--- src/rtl/sample_framer.sv ---
// sample_framer: upstream byte feeder for the LVDS serializer.
// Buffers 16-bit I/Q sample pairs in a small FIFO and frames them into fixed
// length packets: SYNC_BYTE, sequence number, payload (I hi, I lo, Q hi, Q lo
// per sample) and, when SAMPLE_FRAMER_CSUM_EN is defined, a trailing XOR
// checksum over SEQ and payload. One byte advances per serializer request.
//
// Ports:
//   clk, rst        - clock (rising edge), asynchronous active-high reset
//   en              - enables sample capture and new packet starts
//   s_valid/s_i/s_q - sample pair input, no backpressure
//   dr              - serializer data request (current byte consumed)
//   data            - registered byte to serializer
//   busy            - registered, high when framer state is not IDLE
//   overflow        - sticky, a sample was dropped on a full FIFO
//   drop_cnt        - saturating count of dropped samples
//
// Optional feature macro: SAMPLE_FRAMER_CSUM_EN (adds the CSUM byte).
module sample_framer #(
    parameter int unsigned FIFO_DEPTH  = 16,
    parameter int unsigned PKT_SAMPLES = 4,
    parameter logic [7:0]  SYNC_BYTE   = 8'hA5
) (
    input  logic        clk,
    input  logic        rst,
    input  logic        en,
    input  logic        s_valid,
    input  logic [15:0] s_i,
    input  logic [15:0] s_q,
    input  logic        dr,
    output logic [7:0]  data,
    output logic        busy,
    output logic        overflow,
    output logic [7:0]  drop_cnt
);

    localparam int unsigned AW = $clog2(FIFO_DEPTH);
    localparam int unsigned CW = AW + 1;
    localparam int unsigned SW = 7;
    localparam logic [CW-1:0] PKT_CNT     = CW'(PKT_SAMPLES);
    localparam logic [CW-1:0] FULL_CNT    = CW'(FIFO_DEPTH);
    localparam logic [SW-1:0] LAST_SAMPLE = SW'(PKT_SAMPLES - 1);

`ifdef SAMPLE_FRAMER_CSUM_EN
    typedef enum logic [2:0] {IDLE, SYNC, SEQ, PAYLOAD, CSUM} state_t;
`else
    typedef enum logic [2:0] {IDLE, SYNC, SEQ, PAYLOAD} state_t;
`endif

    state_t          state;
    logic [31:0]     mem [FIFO_DEPTH];
    logic [AW-1:0]   wr_ptr;
    logic [AW-1:0]   rd_ptr;
    logic [CW-1:0]   count;
    logic [7:0]      seq;
    logic [1:0]      idx;
    logic [SW-1:0]   scnt;
`ifdef SAMPLE_FRAMER_CSUM_EN
    logic [7:0]      csum;
`endif

    logic            full;
    logic            pop;
    logic            push;
    logic            drop;
    logic [CW-1:0]   avail;
    logic            ready;
    logic            last_sample;
    logic [31:0]     head;
    logic [7:0]      next_hi;
    logic [7:0]      next_byte;

    // FIFO handshake; a pop frees the slot a same-cycle push on a full FIFO uses
    always_comb begin
        full        = (count == FULL_CNT);
        pop         = (state == PAYLOAD) && dr && (idx == 2'd3);
        push        = en && s_valid && (!full || pop);
        drop        = en && s_valid && full && !pop;
        // Samples leaving this cycle must not count toward the next packet
        avail       = count - CW'(pop);
        ready       = en && (avail >= PKT_CNT);
        last_sample = (scnt == LAST_SAMPLE);
        head        = mem[rd_ptr];
        next_hi     = mem[rd_ptr + AW'(1)][31:24];
        case (idx)
            2'd0:    next_byte = head[23:16];
            2'd1:    next_byte = head[15:8];
            default: next_byte = head[7:0];
        endcase
    end

    // Sample storage (no reset needed, validity tracked by count)
    always_ff @(posedge clk) begin
        if (push) mem[wr_ptr] <= {s_i, s_q};
    end

    // FIFO pointers, occupancy and overflow bookkeeping
    always_ff @(posedge clk or posedge rst) begin
        if (rst) begin
            wr_ptr   <= '0;
            rd_ptr   <= '0;
            count    <= '0;
            overflow <= 1'b0;
            drop_cnt <= 8'h00;
        end else begin
            if (push) wr_ptr <= wr_ptr + AW'(1);
            if (pop)  rd_ptr <= rd_ptr + AW'(1);
            count <= count + CW'(push) - CW'(pop);
            if (drop) begin
                overflow <= 1'b1;
                if (drop_cnt != 8'hFF) drop_cnt <= drop_cnt + 8'd1;
            end
        end
    end

    // Packet framing FSM; every transition is gated by a serializer request
    always_ff @(posedge clk or posedge rst) begin
        if (rst) begin
            state <= IDLE;
            data  <= 8'h00;
            busy  <= 1'b0;
            seq   <= 8'h00;
            idx   <= 2'd0;
            scnt  <= '0;
`ifdef SAMPLE_FRAMER_CSUM_EN
            csum  <= 8'h00;
`endif
        end else if (dr) begin
            case (state)
                IDLE: begin
                    if (ready) begin
                        data  <= SYNC_BYTE;
                        state <= SYNC;
                        busy  <= 1'b1;
                    end else begin
                        data  <= 8'h00;
                    end
                end
                SYNC: begin
                    data  <= seq;
                    state <= SEQ;
`ifdef SAMPLE_FRAMER_CSUM_EN
                    csum  <= seq;
`endif
                end
                SEQ: begin
                    data  <= head[31:24];
                    idx   <= 2'd0;
                    scnt  <= '0;
                    state <= PAYLOAD;
`ifdef SAMPLE_FRAMER_CSUM_EN
                    csum  <= csum ^ head[31:24];
`endif
                end
                PAYLOAD: begin
                    if (idx != 2'd3) begin
                        data <= next_byte;
                        idx  <= idx + 2'd1;
`ifdef SAMPLE_FRAMER_CSUM_EN
                        csum <= csum ^ next_byte;
`endif
                    end else if (!last_sample) begin
                        // Head is popped this edge; next entry becomes head
                        data <= next_hi;
                        idx  <= 2'd0;
                        scnt <= scnt + SW'(1);
`ifdef SAMPLE_FRAMER_CSUM_EN
                        csum <= csum ^ next_hi;
`endif
                    end else begin
`ifdef SAMPLE_FRAMER_CSUM_EN
                        data  <= csum;
                        state <= CSUM;
`else
                        // End of packet: chain straight into the next SYNC
                        seq <= seq + 8'd1;
                        if (ready) begin
                            data  <= SYNC_BYTE;
                            state <= SYNC;
                        end else begin
                            data  <= 8'h00;
                            state <= IDLE;
                            busy  <= 1'b0;
                        end
`endif
                    end
                end
`ifdef SAMPLE_FRAMER_CSUM_EN
                CSUM: begin
                    // End of packet: chain straight into the next SYNC
                    seq <= seq + 8'd1;
                    if (ready) begin
                        data  <= SYNC_BYTE;
                        state <= SYNC;
                    end else begin
                        data  <= 8'h00;
                        state <= IDLE;
                        busy  <= 1'b0;
                    end
                end
`endif
                default: begin
                    data  <= 8'h00;
                    state <= IDLE;
                    busy  <= 1'b0;
                end
            endcase
        end
    end

endmodule
--- config.mk ---
export PLATFORM = sky130hd
export DESIGN_NAME = sample_framer
export DESIGN_NICKNAME = d
export VERILOG_FILES = /design/src/rtl/sample_framer.sv
export SDC_FILE = /design/constraint.sdc
export NUM_CORES = 1
export LEC_CHECK = 0
export ABC_AREA = 0
export CORE_MARGIN = 10
export CORE_UTILIZATION = 30
export DETAILED_ROUTE_END_ITERATION = 8
export PLACE_DENSITY = 0.48
export SLEW_MARGIN = 20
export SYNTH_ARGS = -nofsm -noshare
export SYNTH_HDL_FRONTEND = slang
export SYNTH_SLANG_ARGS = --single-unit
--- constraint.sdc ---
create_clock -name clk -period 8.03 [get_ports clk]
set_input_delay 0.803 -clock clk [delete_from_list [all_inputs] [get_ports clk]]
set_output_delay 0.803 -clock clk [all_outputs]
set_load 0.05 [all_outputs]
==> flow_summary.json, run 1 <==
{
  "final_max_slew_viol_count": 0,
  "hpwlAfterDp_mm": 37.7,
  "initial_core_util_pct": 30.3,
  "worst_pin_slew_ns": 0.958,
  "dp_cells": 2345,
  "ctsLongestPathBuffers": 3,
  "dr.first_iter.drc_count": 849,
  "rsz0062_at_grt": "false",
  "cp-start-kind": "input pin",
  "post_synth.cell_area_avg_sq_um": 18.3,
  "drt-total-wl_mm": 59.0,
  "tns_ns": 0,
  "min_period_over_period_pct": 49.6,
  "diodes": 0,
  "ys.flop_type": "edfxtp_1",
  "critical_path_class": "in -> reg",
  "synth_edf_count": 512,
  "antenna_left": 0,
  "fp.dieW_microns": 300,
  "r2r_start": "idx[0]",
  "cp_slowest_stage_delay_ns": 0.87,
  "core_sq_mm": 0.0776,
  "synth-seq-cells": 562,
  "crit_family": "simple AND/OR/NAND/NOR gates",
  "slew-limit-headroom_pct": 35.7,
  "drv_cap": 0,
  "yosys_warnings": 0,
  "numPortBuffers": 54,
  "setup-violations-final": 0,
  "peakVddDrop_uv": 173,
  "finClkSkew_ns": 0.0415,
  "grt_pass1_vias": 12800,
  "crit_buf_inv": 2,
  "vias_per_cell": 5.00,
  "dieArea_sq_mm": 0.0899,
  "area_growth_pct": 16.1,
  "multi_input_area_sq_mm": 0.00650,
  "root_buffer": "clkbuf_16",
  "fin_cells": 2459,
  "cp_data_arrival_time_ns": 4.29,
  "crit_chain": "clkdlybuf4s50_1, nand3_1, a21oi_1, nand2_1, nor2_4, buf_4",
  "status": "complete, no violations",
  "htree_levels": 2,
  "route.detailed.wl_per_inst_microns": 24.0,
  "synth_fp_nets": 1348,
  "clk_latency_ns": 0.64,
  "r2r_slack_ns": 4.10,
  "end_kind": "flip-flop",
  "max_freq_mhz": 251,
  "slowest_stage": "clkdlybuf4s50_1",
  "min_from": "overflow",
  "p_leak_nw": 9.12,
  "final_nets": 1431,
  "drive_gt1_share_pct": 19.4,
  "r2r_end": "mem[8][0]",
  "fill_cells": 7334,
  "num_vias": 12300,
  "grt_pass1_wl_mm": 87.7,
  "hold_end": "overflow",
  "ys_seq_area_share_pct": 70.7,
  "worst_r2r_path_depth": 6,
  "cts_num_sinks": 562,
  "cts_setup_buffers": 0,
  "tritoncts": "done",
  "ff_latch_area_sq_mm": 0.0166,
  "io_pins": 55,
  "drt-pass1-iter-count": 5,
  "ys_types": 58,
  "fin_crit_ns": 3.98,
  "min_path_cells": 1,
  "gp_routability_congestion": 0.770,
  "powerDensity_mw_per_mm2": 315,
  "holdBufCountCts": 0,
  "num_rows": 102,
  "ctsResizeCount": 0,
  "grt_overflow_total": 0,
  "hold_viol_final": 0,
  "die_y_microns": 300,
  "syn-instance-count": 1286,
  "antenna_found_initial": 2,
  "fin_util_pct": 35.2,
  "async_reset_ff_share_pct": 8.90,
  "critPathRequiredTime_ns": 8.34,
  "track_usage_pct": 12.9,
  "cts_buffers": 61,
  "clk_pin_slew_ns": 0.06,
  "grt_max_degree": 82,
  "hp-class": "reg -> reg",
  "drc_errors": 0,
  "syn_area_sq_mm": 0.0235,
  "path_max_fanout": 19
}
==> placed cells by master (no fill, tap or decap), types with 5 or more instances in the layout <==
cell and n:
a211oi_1 7, a21oi_1 25, a22oi_1 37, a31oi_1 12, and3_1 9, buf_4 30, clkbuf_1 14, clkbuf_16 62
clkdlybuf4s50_1 54, clkinv_1 16, clkinv_2 11, dfrtp_1 47, edfxtp_1 512, ha_1 24, inv_1 21, mux2i_1 97
mux4_2 122, nand2_1 57, nand2b_1 6, nand3_1 33, nand4_1 16, nor2_1 33, nor2_4 12, nor2b_1 17
nor3_1 5, o211ai_1 7, o21ai_0 18, o22ai_1 8, xnor2_1 21, xor2_1 10
==> power breakdown <==
part	switching, mW	total, mW	internal [mW]
clock network	1.13	2.63	1.50
registers	0.166	3.57	3.40
logic	1.41	2.40	0.990
total	2.71	8.59	5.89
==> cells in the mapped netlist, drive strengths merged (2+ instances only) <==
library cell | n | share of area, %
buf | 54 | 1.5
o21ai | 18 | 0.38
a211oi | 7 | 0.22
o221ai | 3 | 0.11
a22o | 3 | 0.11
and3 | 9 | 0.24
mux2i | 97 | 4.1
a32oi | 2 | 0.075
xor2 | 11 | 0.41
a31oi | 12 | 0.32
ha | 24 | 1.3
nor3 | 9 | 0.19
edfxtp | 512 | 65
nor2 | 46 | 0.75
a31o | 2 | 0.075
mux4 | 122 | 12
nand3 | 33 | 0.70
a22oi | 37 | 1.2
dfrtp | 50 | 5.3
nand4 | 16 | 0.43
nor2b | 18 | 0.48
nand2b | 6 | 0.16
o21a | 2 | 0.064
a221oi | 4 | 0.15
nand2 | 57 | 0.91
o211ai | 7 | 0.22
mux2 | 4 | 0.19
xnor2 | 21 | 0.78
nor4 | 3 | 0.080
o22ai | 8 | 0.21
inv | 22 | 0.35
clkbuf | 15 | 0.24
and2 | 5 | 0.13
a41o | 3 | 0.13
a21oi | 25 | 0.53
a2111oi | 3 | 0.14
nand3b | 3 | 0.096
==> registers in the layout, summed over array words and instances (netlist names) <==
name and cells:
busy 1, count 5, data 8, drop_cnt 8, idx 2, mem 512
overflow 1, rd_ptr 4, scnt 7, seq 8, state 2, wr_ptr 4
==> per-stage QoR <==
stage / power, mW / instance area, sq um / hold slack (ns) / worst slack [ns]
global placement: 6.05 / 25300 / 0.456 / 3.45
global route: 9.00 / 27300 / 0.487 / 3.81
finish: 8.59 / 27300 / 0.478 / 4.05
floorplan: 5.27 / 23500 / 0.446 / 3.57
CTS: 8.71 / 27300 / 0.484 / 4.04
detailed placement: 6.05 / 25400 / 0.466 / 3.38
==> cell families (layout without fill, tap and decap cells) <==
family | Yosys count | count (layout) | share of synthesized area [%]
buffers and inverters | 91 | 224 | 2.13
muxes | 223 | 223 | 16.0
xor gates and xnor gates | 32 | 32 | 1.19
and+or+nand+nor | 209 | 209 | 4.31
DFF | 562 | 562 | 70.7
AOI/OAI and AO/OA | 144 | 144 | 4.24
adders and majority gates | 25 | 25 | 1.36
==> cell type report <==
class | instances | share of cell area, %
inverters | 22 | 0.303
multi-input cells | 633 | 23.8
clock inverters | 35 | 0.977
clock buffers | 78 | 5.98
repair buffers | 89 | 3.20
well taps | 1040 | 4.77
flip-flops and latches | 562 | 61.0
==> routing by layer <==
metal / vias up / track usage (%) / routed length, microns
met1: 6484 / 17.9 / 26900
li1: 5387 / - / -
met3: 89 / 2.16 / 2810
met4: 2 / 4.10 / 1610
met2: 321 / 20.6 / 27600
met5: - / 0 / 13
==> worst max path at each step <==
| stage | from | to | cells past startpoint |
|---|---|---|---|
| global placement | dr | mem[15][14] | 5 |
| CTS | dr | mem[15][26] | 5 |
| floorplan | dr | mem[3][0] | 5 |
| global route | dr | mem[8][16] | 6 |
| finish | dr | mem[8][0] | 6 |
| detailed placement | dr | mem[15][27] | 5 |
No activity file was read; power rests on OpenSTA's default activity.
==> run 2, diff against run 1 <==
==> constraint.sdc (replaced) <==
create_clock -name clk -period 3.7 [get_ports clk]
set_input_delay 0.37 -clock clk [delete_from_list [all_inputs] [get_ports clk]]
set_output_delay 0.37 -clock clk [all_outputs]
set_load 0.05 [all_outputs]
==> run 2 against run 1 <==
  * Largest power group unchanged
  * Total power increased by 120%
  * Cell count up 1.6%
  * Clock skew decreased by 0.0042 ns
  * Clock power is 130% higher
  * Critical endpoint is now data[2]
  * Sequential share of layout area shrank 1.0 points
  * Clock-buffer cell count is 6 lower
  * Routed wire length is 4.4% higher
  * Via count rose by 1.6%
==> flow_summary.json, run 2 (synthesis gave the netlist of run 1 again) <==
{
  "hold_ws_ns": 0.215,
  "powerDensity_mw_per_mm2": 692,
  "max_freq_mhz": 303,
  "final_nets": 1469,
  "fin_cells": 2499,
  "fill_cells": 7289,
  "drv_cap": 0,
  "cts_num_sinks": 562,
  "diodes": 0,
  "drc_errors": 0,
  "placed_cell_area_sq_mm": 0.0257,
  "drt-total-wl_mm": 61.6,
  "cts_setup_buffers": 0,
  "min_period_over_period_pct": 89.1,
  "critPathRequiredTime_ns": 4.22,
  "num_vias": 12500,
  "path_max_fanout": 9,
  "holdBufCountCts": 0,
  "htree_levels": 2,
  "num_rows": 102,
  "core_sq_mm": 0.0776,
  "tritoncts": "done",
  "multi_input_area_sq_mm": 0.00652,
  "status": "complete, no violations",
  "antenna_found_initial": 1,
  "setup-violations-final": 0,
  "final_max_slew_viol_count": 0,
  "grt_overflow_total": 0,
  "crit_chain": "ha_1, nand3_1, inv_1, ha_1, ha_1, nor3_1, a31oi_1, o21ai_0, o31ai_1, nor2_1, o221ai_1",
  "critical_path_class": "reg -> reg",
  "vias_per_cell": 4.99,
  "root_buffer": "clkbuf_16",
  "fp.dieW_microns": 300,
  "dr.first_iter.drc_count": 1039,
  "worst_pin_slew_ns": 1.02,
  "worst_r2r_path_depth": 11,
  "layout_common_cells": "edfxtp_1 (512), mux4_2 (122), mux2i_1 (97)",
  "end_kind": "flip-flop",
  "hpwlAfterDp_mm": 38.6,
  "cts_buffers": 61,
  "die_y_microns": 300,
  "dieArea_sq_mm": 0.0899,
  "peakVddDrop_uv": 371,
  "hold_viol_final": 0,
  "ctsLongestPathBuffers": 3,
  "ctsResizeCount": 0,
  "clk_latency_ns": 0.64,
  "largest_register_ffs": 512,
  "grt_max_degree": 67,
  "grt_pass1_vias": 13200,
  "finClkSkew_ns": 0.0373,
  "drive_gt1_share_pct": 22.4,
  "grt_pass1_wl_mm": 91.6,
  "fin_crit_ns": 3.30,
  "gp_routability_congestion": 0.774,
  "hp-class": "in -> async",
  "cp-start-kind": "flip-flop",
  "cp_data_arrival_time_ns": 3.82,
  "route.detailed.wl_per_inst_microns": 24.7,
  "slowest_stage": "o31ai_1",
  "dp_cells": 2384,
  "p_leak_nw": 9.41,
  "worst_path_most_repeated_cell": "ha_1",
  "cp_slowest_stage_delay_ns": 0.56,
  "track_usage_pct": 13.6,
  "ff_latch_area_sq_mm": 0.0166,
  "regMostFlops": "mem",
  "area_growth_pct": 18.2,
  "clk_pin_slew_ns": 0.06,
  "antenna_left": 0,
  "initial_core_util_pct": 30.3,
  "slew-limit-headroom_pct": 31.5,
  "final_common_cell": "edfxtp_1",
  "final_cell_area_sq_mm": 0.0278,
  "tns_ns": 0,
  "numPortBuffers": 54,
  "rsz0062_at_grt": "false",
  "io_pins": 55,
  "drt-pass1-iter-count": 6
}
==> run 2: cell count changes in the layout (fill, tap and decap cells not counted), sizes merged <==
| cell | delta |
|---|---|
| inv | +3 |
| clkinvlp | +1 |
| clkbuf | -6 |
| bufinv | +4 |
| buf | +38 |
==> run 2: worst paths after layout <==
kind                          start       end  slack [ns]
min reg2reg                overflow  overflow        0.47
max in group asynchronous       rst   data[4]        2.75
min                             rst      busy        0.22
min in group clk           overflow  overflow        0.47
max reg2reg                  idx[0]   data[2]        0.40
max                          idx[0]   data[2]        0.40
==> run 2: critical path, delay by kind of cell (launching register included) <==
kind	cells	cell delay, ns
buf+inv	1	0.28
flops	1	0.42
compound gates	4	1.13
simple gates	3	0.46
fa+ha+maj	3	0.88
==> run 2: layer usage <==
layer  wire [microns]  share of wire, %  GRT usage, %  vias up
li1                 -                 -             -     5466
met1            28000                45          18.4     6673
met2            29900                49          22.7      264
met3             2490               4.0          2.16       73
met4             1260               2.0          3.58        2
met5               13             0.021             0        -
==> run 2: stage by stage <==
step / worst slack, ns / total power [mW] / utilization, %
after global placement: 0.601 / 13.3 / 33.2
after global routing: 0.0252 / 20.1 / 35.8
after floorplan: 0.327 / 11.4 / -
after detailed placement: 0.400 / 13.3 / 33.2
after CTS: 0.358 / 19.5 / 35.8
final: 0.402 / 19.2 / 35.8
==> run 2: layout make-up <==
type / instances / area share (%)
clock buffers: 72 / 5.75
multi-input cells: 633 / 23.5
clock inverters: 43 / 1.55
flip-flops and latches: 562 / 59.9
repair buffers: 127 / 4.33
inverters: 22 / 0.297
well taps: 1040 / 4.69
==> run 2: report_power, final <==
part / switching (mW) / internal, mW
Sequential: 0.400 / 7.38
Combinational: 3.04 / 2.32
Clock: 2.55 / 3.53
